`config.mk`:
```
export PLATFORM = sky130hd
export DESIGN_NAME = micro_sequencer
export DESIGN_NICKNAME = d
export VERILOG_FILES = /design/src/rtl/micro_sequencer.sv
export SDC_FILE = /design/constraint.sdc
export NUM_CORES = 1
export LEC_CHECK = 0
export ABC_AREA = 1
export ABC_CLOCK_PERIOD_IN_PS = 1700
export BUFFER_PORTS_ARGS = -buffer_cell sky130_fd_sc_hd__buf_4
export CORE_UTILIZATION = 53
export CTS_CLUSTER_SIZE = 16
export DETAILED_ROUTE_END_ITERATION = 10
export HOLD_SLACK_MARGIN = 0.12
export PLACE_DENSITY_LB_ADDON = 0.08
export SYNTH_ARGS = -nofsm -noshare
export SYNTH_HDL_FRONTEND = slang
export SYNTH_SLANG_ARGS = --single-unit
```
`constraint.sdc`:
```
create_clock -name clk_i -period 1.7 [get_ports clk_i]
set_input_delay 0.17 -clock clk_i [delete_from_list [all_inputs] [get_ports clk_i]]
set_output_delay 0.17 -clock clk_i [all_outputs]
set_load 0.01 [all_outputs]
```
`src/rtl/micro_sequencer.sv`:
```
// Microprogram sequencer: owns the micro-program counter and a small return stack.
// The next mPC is chosen from the branch field of the microinstruction at the current mPC.
module micro_sequencer #(
    parameter int unsigned    AW           = 8,
    parameter int unsigned    NCOND        = 16,
    parameter int unsigned    SDEPTH       = 2,
    parameter logic [AW-1:0]  ILLEGAL_ADDR = {AW{1'b1}}
) (
    input  logic                             clk_i,
    input  logic                             rst_i,
    input  logic                             stall_i,
    input  logic [AW-1:0]                    opr_addr_i,
    input  logic [2:0]                       br_type_i,
    input  logic [$clog2(NCOND)-1:0]         cond_sel_i,
    input  logic [NCOND-1:0]                 cond_i,
    input  logic [AW-1:0]                    target_i,
    output logic [AW-1:0]                    mpc_o,
    output logic                             illegal_o,
    output logic                             stk_ovf_o,
    output logic                             stk_unf_o
);

    localparam int unsigned CNTW = $clog2(SDEPTH + 1);

    localparam logic [2:0] BR_NEXT = 3'b000;
    localparam logic [2:0] BR_JMP  = 3'b001;
    localparam logic [2:0] BR_BRC  = 3'b010;
    localparam logic [2:0] BR_DISP = 3'b011;
    localparam logic [2:0] BR_WAIT = 3'b100;
    localparam logic [2:0] BR_END  = 3'b101;
    localparam logic [2:0] BR_CALL = 3'b110;
    localparam logic [2:0] BR_RET  = 3'b111;

    logic [AW-1:0]   mpc_q, mpc_d;
    logic [AW-1:0]   stk_q [SDEPTH];
    logic [AW-1:0]   stk_d [SDEPTH];
    logic [CNTW-1:0] cnt_q, cnt_d;
    logic            illegal_q, illegal_d;
    logic            stk_ovf_q, stk_ovf_d;
    logic            stk_unf_q, stk_unf_d;

    logic            c;
    logic [AW-1:0]   inc;
    logic            push, pop, clr;
    logic            full;

    // Next-mPC selection and stack operation decode
    always_comb begin
        c         = cond_i[cond_sel_i];
        inc       = mpc_q + AW'(1);
        full      = (cnt_q == CNTW'(SDEPTH));
        mpc_d     = inc;
        push      = 1'b0;
        pop       = 1'b0;
        clr       = 1'b0;
        illegal_d = 1'b0;
        stk_ovf_d = 1'b0;
        stk_unf_d = 1'b0;
        case (br_type_i)
            BR_NEXT: mpc_d = inc;
            BR_JMP:  mpc_d = target_i;
            BR_BRC:  mpc_d = c ? target_i : inc;
            BR_DISP: begin
                if (opr_addr_i != '0) begin
                    mpc_d = opr_addr_i;
                end else begin
                    mpc_d     = ILLEGAL_ADDR;
                    illegal_d = 1'b1;
                end
            end
            BR_WAIT: mpc_d = c ? inc : mpc_q;
            BR_END: begin
                mpc_d = '0;
                clr   = 1'b1;
            end
            BR_CALL: begin
                mpc_d     = target_i;
                push      = 1'b1;
                stk_ovf_d = full;
            end
            BR_RET: begin
                if (cnt_q == '0) begin
                    mpc_d     = '0;
                    stk_unf_d = 1'b1;
                end else begin
                    mpc_d = stk_q[0];
                    pop   = 1'b1;
                end
            end
            default: mpc_d = inc;
        endcase
    end

    // Stack is a shift register with the top at index 0; a push when full drops the oldest entry
    always_comb begin
        stk_d = stk_q;
        cnt_d = cnt_q;
        if (clr) begin
            cnt_d = '0;
        end else if (push) begin
            for (int i = int'(SDEPTH) - 1; i > 0; i--) begin
                stk_d[i] = stk_q[i-1];
            end
            stk_d[0] = inc;
            if (!full) begin
                cnt_d = cnt_q + CNTW'(1);
            end
        end else if (pop) begin
            for (int i = 0; i < int'(SDEPTH) - 1; i++) begin
                stk_d[i] = stk_q[i+1];
            end
            stk_d[SDEPTH-1] = '0;
            cnt_d = cnt_q - CNTW'(1);
        end
    end

    always_ff @(posedge clk_i) begin
        if (rst_i) begin
            mpc_q     <= '0;
            cnt_q     <= '0;
            illegal_q <= 1'b0;
            stk_ovf_q <= 1'b0;
            stk_unf_q <= 1'b0;
            for (int i = 0; i < int'(SDEPTH); i++) begin
                stk_q[i] <= '0;
            end
        end else if (stall_i) begin
            illegal_q <= 1'b0;
            stk_ovf_q <= 1'b0;
            stk_unf_q <= 1'b0;
        end else begin
            mpc_q     <= mpc_d;
            cnt_q     <= cnt_d;
            illegal_q <= illegal_d;
            stk_ovf_q <= stk_ovf_d;
            stk_unf_q <= stk_unf_d;
            stk_q     <= stk_d;
        end
    end

    assign mpc_o     = mpc_q;
    assign illegal_o = illegal_q;
    assign stk_ovf_o = stk_ovf_q;
    assign stk_unf_o = stk_unf_q;

endmodule
```
==> summary.md, run 1 <==
| Metric | Value |
|---|---|
| Cell Rows | `22` |
| 1st-iter DRT viols | `140` |
| Hold Path Class | `primary input to register` |
| Hold slack | `197 ps` |
| FF+latch count, synth | `29` |
| Post-Synth XOR/XNOR Area | `1.74%` |
| Post-synthesis cell count | `333` |
| Total CTS buffers | `5` |
| RSZ-0062 raised after global routing | `no` |
| PD cells | `roughly 660 nW/um2` |
| CTS Sinks | `29` |
| Initial antenna violation count | `0` |
| Die X | `63.7 um` |
| Flop pwr share | `between 40% and 50%` |
| Max-cap violations | `0` |
| Share of cells above drive strength 1 | `20.8%` |
| Sw Pwr | `0.000527 W` |
| Largest family of logic cells by synthesized area | `simple AND/OR/NAND/NOR gates` |
| Post-CTS Hold Buffers | `0` |
| CP required | `1910 ps` |
| Multiplexer area fraction after synthesis | `0%` |
| Unique masters post-synth | `32` |
| Vias | `2331` |
| Most frequent cells in the layout | `nand2_1, buf_4, inv_1, nor2_1, nand3_1` |
| WP data arrival | `1730 ps` |
| Tmin final | `1520 ps` |
| Clock-pin slew on the worst setup and hold paths | `60 ps` |
| Post-CTS Resized | `0` |
| Most common cell after layout, fill and taps aside | `nand2_1` |
| Global-route wire length before repair | `between 9 and 10 mm` |
| Total Die Area | `4050 um2` |
| Simple-Gate Fraction of Synth Area | `between 30 and 40%` |
| Placeable Area | `3660 um2` |
| Final period utilization | `89.2%` |
| Fin. Hold Viols | `0` |
| Worst-Skew Late Latency | `290 ps` |
| Post-layout util | `70.0%` |
| CTS tree | `done` |
| Sw Share | `between 30% and 40%` |
| GRT overflow | `0` |
| Worst Max-Slew Pin Slew | `463 ps` |
| Remaining DRCs | `0` |
| Worst slew margin | `69.0%` |
| Syn. warnings | `0` |
| Routability Congestion | `0.874` |
| Final setup viols | `0` |
| Initial core utilization | `55.0%` |
| Buffers added on ports | `52` |
| Worst Path Max Fanout | `13` |
| Avg WL per Cell | `12.9 um` |
| Pre-Repair DR Iteration Count | `5` |
| Clock share of power | `33.0%` |
| Crit. End Element | `register` |
| Total Routing Usage GR | `30.0%` |
| HPWL Detailed | `4.19 mm` |
| Maximum vdd drop | `roughly 730 uV` |
| Setup Skew | `7.42 ps` |
| Antenna viol nets, final | `0` |
| Max clock buf depth | `2` |
| Largest net degree at the start of global routing | `19` |
| Kind of critical path | `register to register` |
| Post-synthesis sequential area ratio | `28.8%` |
| Vias per cell | `5.27` |
| Diode count | `0` |
| Die height | `63.7 um` |
| Fin nets | `about 440` |
| Int Pwr | `0.00117 W` |
| Startpoint types | `register` |
| Number of global-route vias before repair | `between 2000 and 2500` |
| Max-slew violation count | `0` |
| Setup Fix Bufs, Post-CTS | `0` |
| IO Count | `53` |
| Status | `finished, final reports clean` |
| P&R area growth vs syn | `27.3%` |
| Synth Area in Adders | `0.621%` |
| Combinational power share | `24.1%` |
| Root Driver | `clkbuf_8` |
| Post-synth net total | `376` |
| Final WL | `5.69 mm` |
| Fmax | `0.659 GHz` |
| Post-synth design cell area | `2010 um2` |
| Fin Setup TNS | `0 ps` |
| Avg Cell Area, Syn | `6.05 um2` |
| Synth Area in Compound Gates | `17.0%` |
| H-tree levels | `2` |
| Leak pwr | `1.29 nW` |
-- flip-flops by register name (all words and copies together), names as in the netlist --
name / count
mpc_o: 8
stk_q: 16
stk_unf_o: 1
cnt_q: 2
illegal_o: 1
stk_ovf_o: 1
-- layout make-up --
cell class | count | area (um2)
Clock inverter | 2 | 10.0
Multi-Input combinational cell | 244 | 1180
Tap cell | 48 | 60.1
Inverter | 52 | 198
Timing Repair Buffer | 61 | 458
Fill cell | 339 | 1100
Sequential cell | 29 | 581
Clock buffer | 6 | 72.6
-- path summary, 6_finish.rpt --
kind	slack, ps	startpoint	end	cells after the start
setup / recovery	180	cnt_q[0]$_SDFFE_PP0P_	stk_q[12]$_SDFFE_PP0P_	7
hold / removal	200	rst_i	mpc_o[4]$_SDFFE_PP0P_	2
setup reg to reg	180	cnt_q[0]$_SDFFE_PP0P_	stk_q[12]$_SDFFE_PP0P_	7
hold reg to reg	480	stk_q[1]$_SDFFE_PP0P_	stk_q[9]$_SDFFE_PP0P_	2
-- synth_stat cells --
cell type  instances  area share [%]
buf_2              2            0.50
nor3_2             1            0.50
and3_1             1            0.31
o21ai_0           16             4.0
or2_2              1            0.31
inv_4              1            0.31
nand2_1           88              16
clkbuf_1           3            0.56
a21oi_1           16             4.0
nand2_2            1            0.31
o211a_1            1            0.50
nand3_2            2            0.99
nor3_1             2            0.50
o211ai_1           1            0.37
inv_1             49             9.1
dfxtp_1           29              29
a31oi_1            6             1.9
nor4_1             1            0.31
buf_6              2             1.1
xor2_1             3             1.3
nor2_1            46             8.6
ha_1               1            0.62
nor2_4             3             1.7
inv_2              2            0.37
a21oi_2            2            0.87
o21ai_1            1            0.25
buf_4              1            0.37
xnor2_1            1            0.43
a22oi_1           13             4.8
nand3_4            1            0.87
a211oi_1           1            0.37
nand3_1           35             8.7
-- stage by stage --
| stage | setup WS [ps] | total power [W] | cell area [um2] | std cells |
|---|---|---|---|---|
| detailed placement | 105 | 0.00114 | 2480 | 434 |
| global route | 17.4 | 0.00177 | 2560 | 442 |
| global placement | 104 | 0.00114 | 2480 | 434 |
| floorplan | 261 | 0.000972 | 2010 | 333 |
| finish | 183 | 0.00169 | 2560 | 442 |
| CTS | 183 | 0.00169 | 2560 | 442 |
-- worst max-delay path: stages, from the launching register on --
cell and delay [ps]:
dfxtp_1 440, nor2_1 110, nor2_4 250, nor2_1 120, nor2_4 120, buf_4 180
o21ai_0 80, a31oi_1 140
-- power groups by stage --
stage	clock network (W)	logic (W)	registers, W
2_1_floorplan	0	0.000230	0.000742
3_3_place_gp	0	0.000399	0.000740
3_5_place_dp	0	0.000402	0.000741
4_1_cts	0.000563	0.000403	0.000726
5_1_grt	0.000592	0.000453	0.000730
6_report	0.000558	0.000407	0.000727
-- kinds of logic (layout without fill, tap and decap cells) --
kind of cell / Yosys count / in the layout
compound gates: 57 / 57
xor+xnor: 4 / 4
fa+ha+maj: 1 / 1
buf+inv: 60 / 121
flops: 29 / 29
simple gates: 182 / 182
-- layer usage --
layer / part of all wire, % / up-vias / GRT usage (%) / wire length (um)
li1: - / 1187 / - / -
met1: 42 / 1019 / 37.3 / 2390
met2: 46 / 112 / 49.2 / 2640
met3: 9.3 / 13 / 6.88 / 530
met4: 2.1 / 0 / 12.5 / 122
met5: 0 / - / 0 / 0
No activity file was read; power rests on OpenSTA's default activity.
==> run 2: changes to the inputs <==
--- a/config.mk
+++ b/config.mk
@@ -12,7 +12,8 @@
 export CTS_CLUSTER_SIZE = 16
 export DETAILED_ROUTE_END_ITERATION = 10
 export HOLD_SLACK_MARGIN = 0.12
-export PLACE_DENSITY_LB_ADDON = 0.08
+export PLACE_DENSITY = 0.81
+export RECOVER_POWER = 50
 export SYNTH_ARGS = -nofsm -noshare
 export SYNTH_HDL_FRONTEND = slang
 export SYNTH_SLANG_ARGS = --single-unit
==> summary.md, run 2 (synthesis gave the netlist of run 1 again) <==
| Metric | Value |
|---|---|
| Root Driver | `clkbuf_8` |
| Most frequent cells in the layout | `nand2_1, inv_1, buf_4, nor2_1, nand3_1` |
| Clock-pin slew on the worst setup and hold paths | `~70 ps` |
| Fin. Hold Viols | `0` |
| Clock share of power | `40.1%` |
| CTS Sinks | `29` |
| Sw Pwr | `0.000525 W` |
| Worst slew margin | `71.9%` |
| Cell Rows | `22` |
| CP endpoint | `stk_q[10]$_SDFFE_PP0P_` |
| Worst-Skew Late Latency | `290 ps` |
| Flop pwr share | `around 39%` |
| Sw Share | `28.0%` |
| RSZ-0062 raised after global routing | `no` |
| Initial antenna violation count | `0` |
| Kind of critical path | `register to register` |
| Worst setup startpoint | `cnt_q[0]$_SDFFE_PP0P_` |
| Vias per cell | `5.25` |
| Total CTS buffers | `5` |
| GRT overflow | `0` |
| Max-cap violations | `0` |
| CP peak stage delay | `430 ps` |
| Met2 Use GR | `52.8%` |
| Largest net degree at the start of global routing | `19` |
| Number of instances in the placed design | `434` |
| Worst Path Max Fanout | `13` |
| Setup Fix Bufs, Post-CTS | `0` |
| Final period utilization | `88.5%` |
| WP data arrival | `1720 ps` |
| Post-layout util | `69.8%` |
| Max clock buf depth | `2` |
| Post-CTS Hold Buffers | `0` |
| Buffers added on ports | `between 50 and 60` |
| Int Pwr | `0.00135 W` |
| Total Die Area | `4050 um2` |
| Most common cell after layout, fill and taps aside | `nand2_1` |
| Routability Congestion | `0.854` |
| P&R area growth vs syn | `26.9%` |
| PD cells | `733 nW/um2` |
| Hold Path Class | `primary input to register` |
| Initial core utilization | `between 50% and 60%` |
| Final WL | `between 5 and 6 mm` |
| Crit. End Element | `register` |
| Leak pwr | `1.26 nW` |
| Critical path cell sequence | `nor2_1, nor2_4, nor2_1, nor2_4, buf_4, o21ai_0, a31oi_1` |
| Worst Reg-to-Reg Cells | `7` |
| Worst Max-Slew Pin Slew | `419 ps` |
| Diode count | `0` |
| H-tree levels | `2` |
| Non-Filler Instances | `approximately 440` |
| HPWL Detailed | `roughly 4.1 mm` |
| Fmax | `0.665 GHz` |
| Die height | `63.7 um` |
| IO Count | `53` |
| Fin nets | `436` |
| Avg WL per Cell | `12.5 um` |
| Top reg by flops | `stk_q` |
| Total Routing Usage GR | `30.1%` |
| Tmin final | `1500 ps` |
| Share of cells above drive strength 1 | `18.0%` |
| Final setup viols | `0` |
| Post-CTS Resized | `0` |
| Pre-Repair DR Iteration Count | `4` |
| Die X | `63.7 um` |
| Number of global-route vias before repair | `between 2000 and 2500` |
| Met1 Use GR | `35.5%` |
| Combinational power share | `21.3%` |
| Fin Setup TNS | `0 ps` |
| Setup Skew | `roughly 9.5 ps` |
| Startpoint types | `register` |
| Antenna viol nets, final | `0` |
| Slowest cell on crit path | `dfxtp_1` |
| FF-to-FF End | `stk_q[10]$_SDFFE_PP0P_` |
| R2R setup slack | `200 ps` |
| Maximum vdd drop | `480 uV` |
| Vias | `2319` |
| 1st-iter DRT viols | `between 150 and 200` |
| Global-route wire length before repair | `9.53 mm` |
| Worst r2r src | `cnt_q[0]$_SDFFE_PP0P_` |
| CTS tree | `done` |
| Placeable Area | `between 3000 and 4000 um2` |
| Max-slew violation count | `0` |
| Gr busiest metal | `met2` |
| CP required | `1910 ps` |
| Status | `finished, final reports clean` |
| Largest register FFs | `16` |
| Met3 Track Usage GR | `6.88%` |
| Remaining DRCs | `0` |
[run 2: layout make-up]
type | count | area (um2)
flip-flops and latches | 29 | 581
repair buffers | 61 | 417
clock buffers | 7 | 86.3
multi-input cells | 244 | 1180
fillers | 349 | 1100
inverters | 52 | 198
clock inverters | 1 | 30.0
well taps | 48 | 60.1
[run 2: worst max-delay path, delay by kind of cell, from the launching register on]
family	cells	cell delay (ps)
compound gates	2	240
buf+inv	1	190
flops	1	430
simple gates	4	580
[run 2: power groups by stage]
stage	registers (W)	clock network [W]	logic (W)
finish	0.000724	0.000753	0.000398
global route	0.000727	0.000782	0.000447
CTS	0.000724	0.000760	0.000407
detailed placement	0.000739	0	0.000402
global placement	0.000738	0	0.000397
floorplan	0.000742	0	0.000230
[run 2: through the flow]
step | area [um2] | hold WS, ps | setup WS [ps] | total power [W]
global route | 2560 | 222 | 34.2 | 0.00196
floorplan | 2010 | 378 | 261 | 0.000972
detailed placement | 2480 | 469 | 143 | 0.00114
CTS | 2600 | 196 | 214 | 0.00189
global placement | 2480 | 463 | 199 | 0.00114
finish | 2560 | 200 | 196 | 0.00187
[run 2: worst min path at each step]
stage | slack, ps | from | to | cells past startpoint
finish | 200 | rst_i | mpc_o[4]$_SDFFE_PP0P_ | 2
global route | 220 | rst_i | mpc_o[4]$_SDFFE_PP0P_ | 2
CTS | 200 | rst_i | mpc_o[4]$_SDFFE_PP0P_ | 2
detailed placement | 470 | stk_q[4]$_SDFFE_PP0P_ | stk_q[12]$_SDFFE_PP0P_ | 2
global placement | 460 | stk_q[4]$_SDFFE_PP0P_ | stk_q[12]$_SDFFE_PP0P_ | 2
floorplan | 380 | br_type_i[2] | illegal_o$_SDFF_PP0_ | 3
[run 2: routing by layer]
metal  vias to the layer above  share of wire, %
li1                       1193                 -
met1                      1013                42
met2                       102                47
met3                        11               8.8
met4                         0               1.6
met5                         -                 0
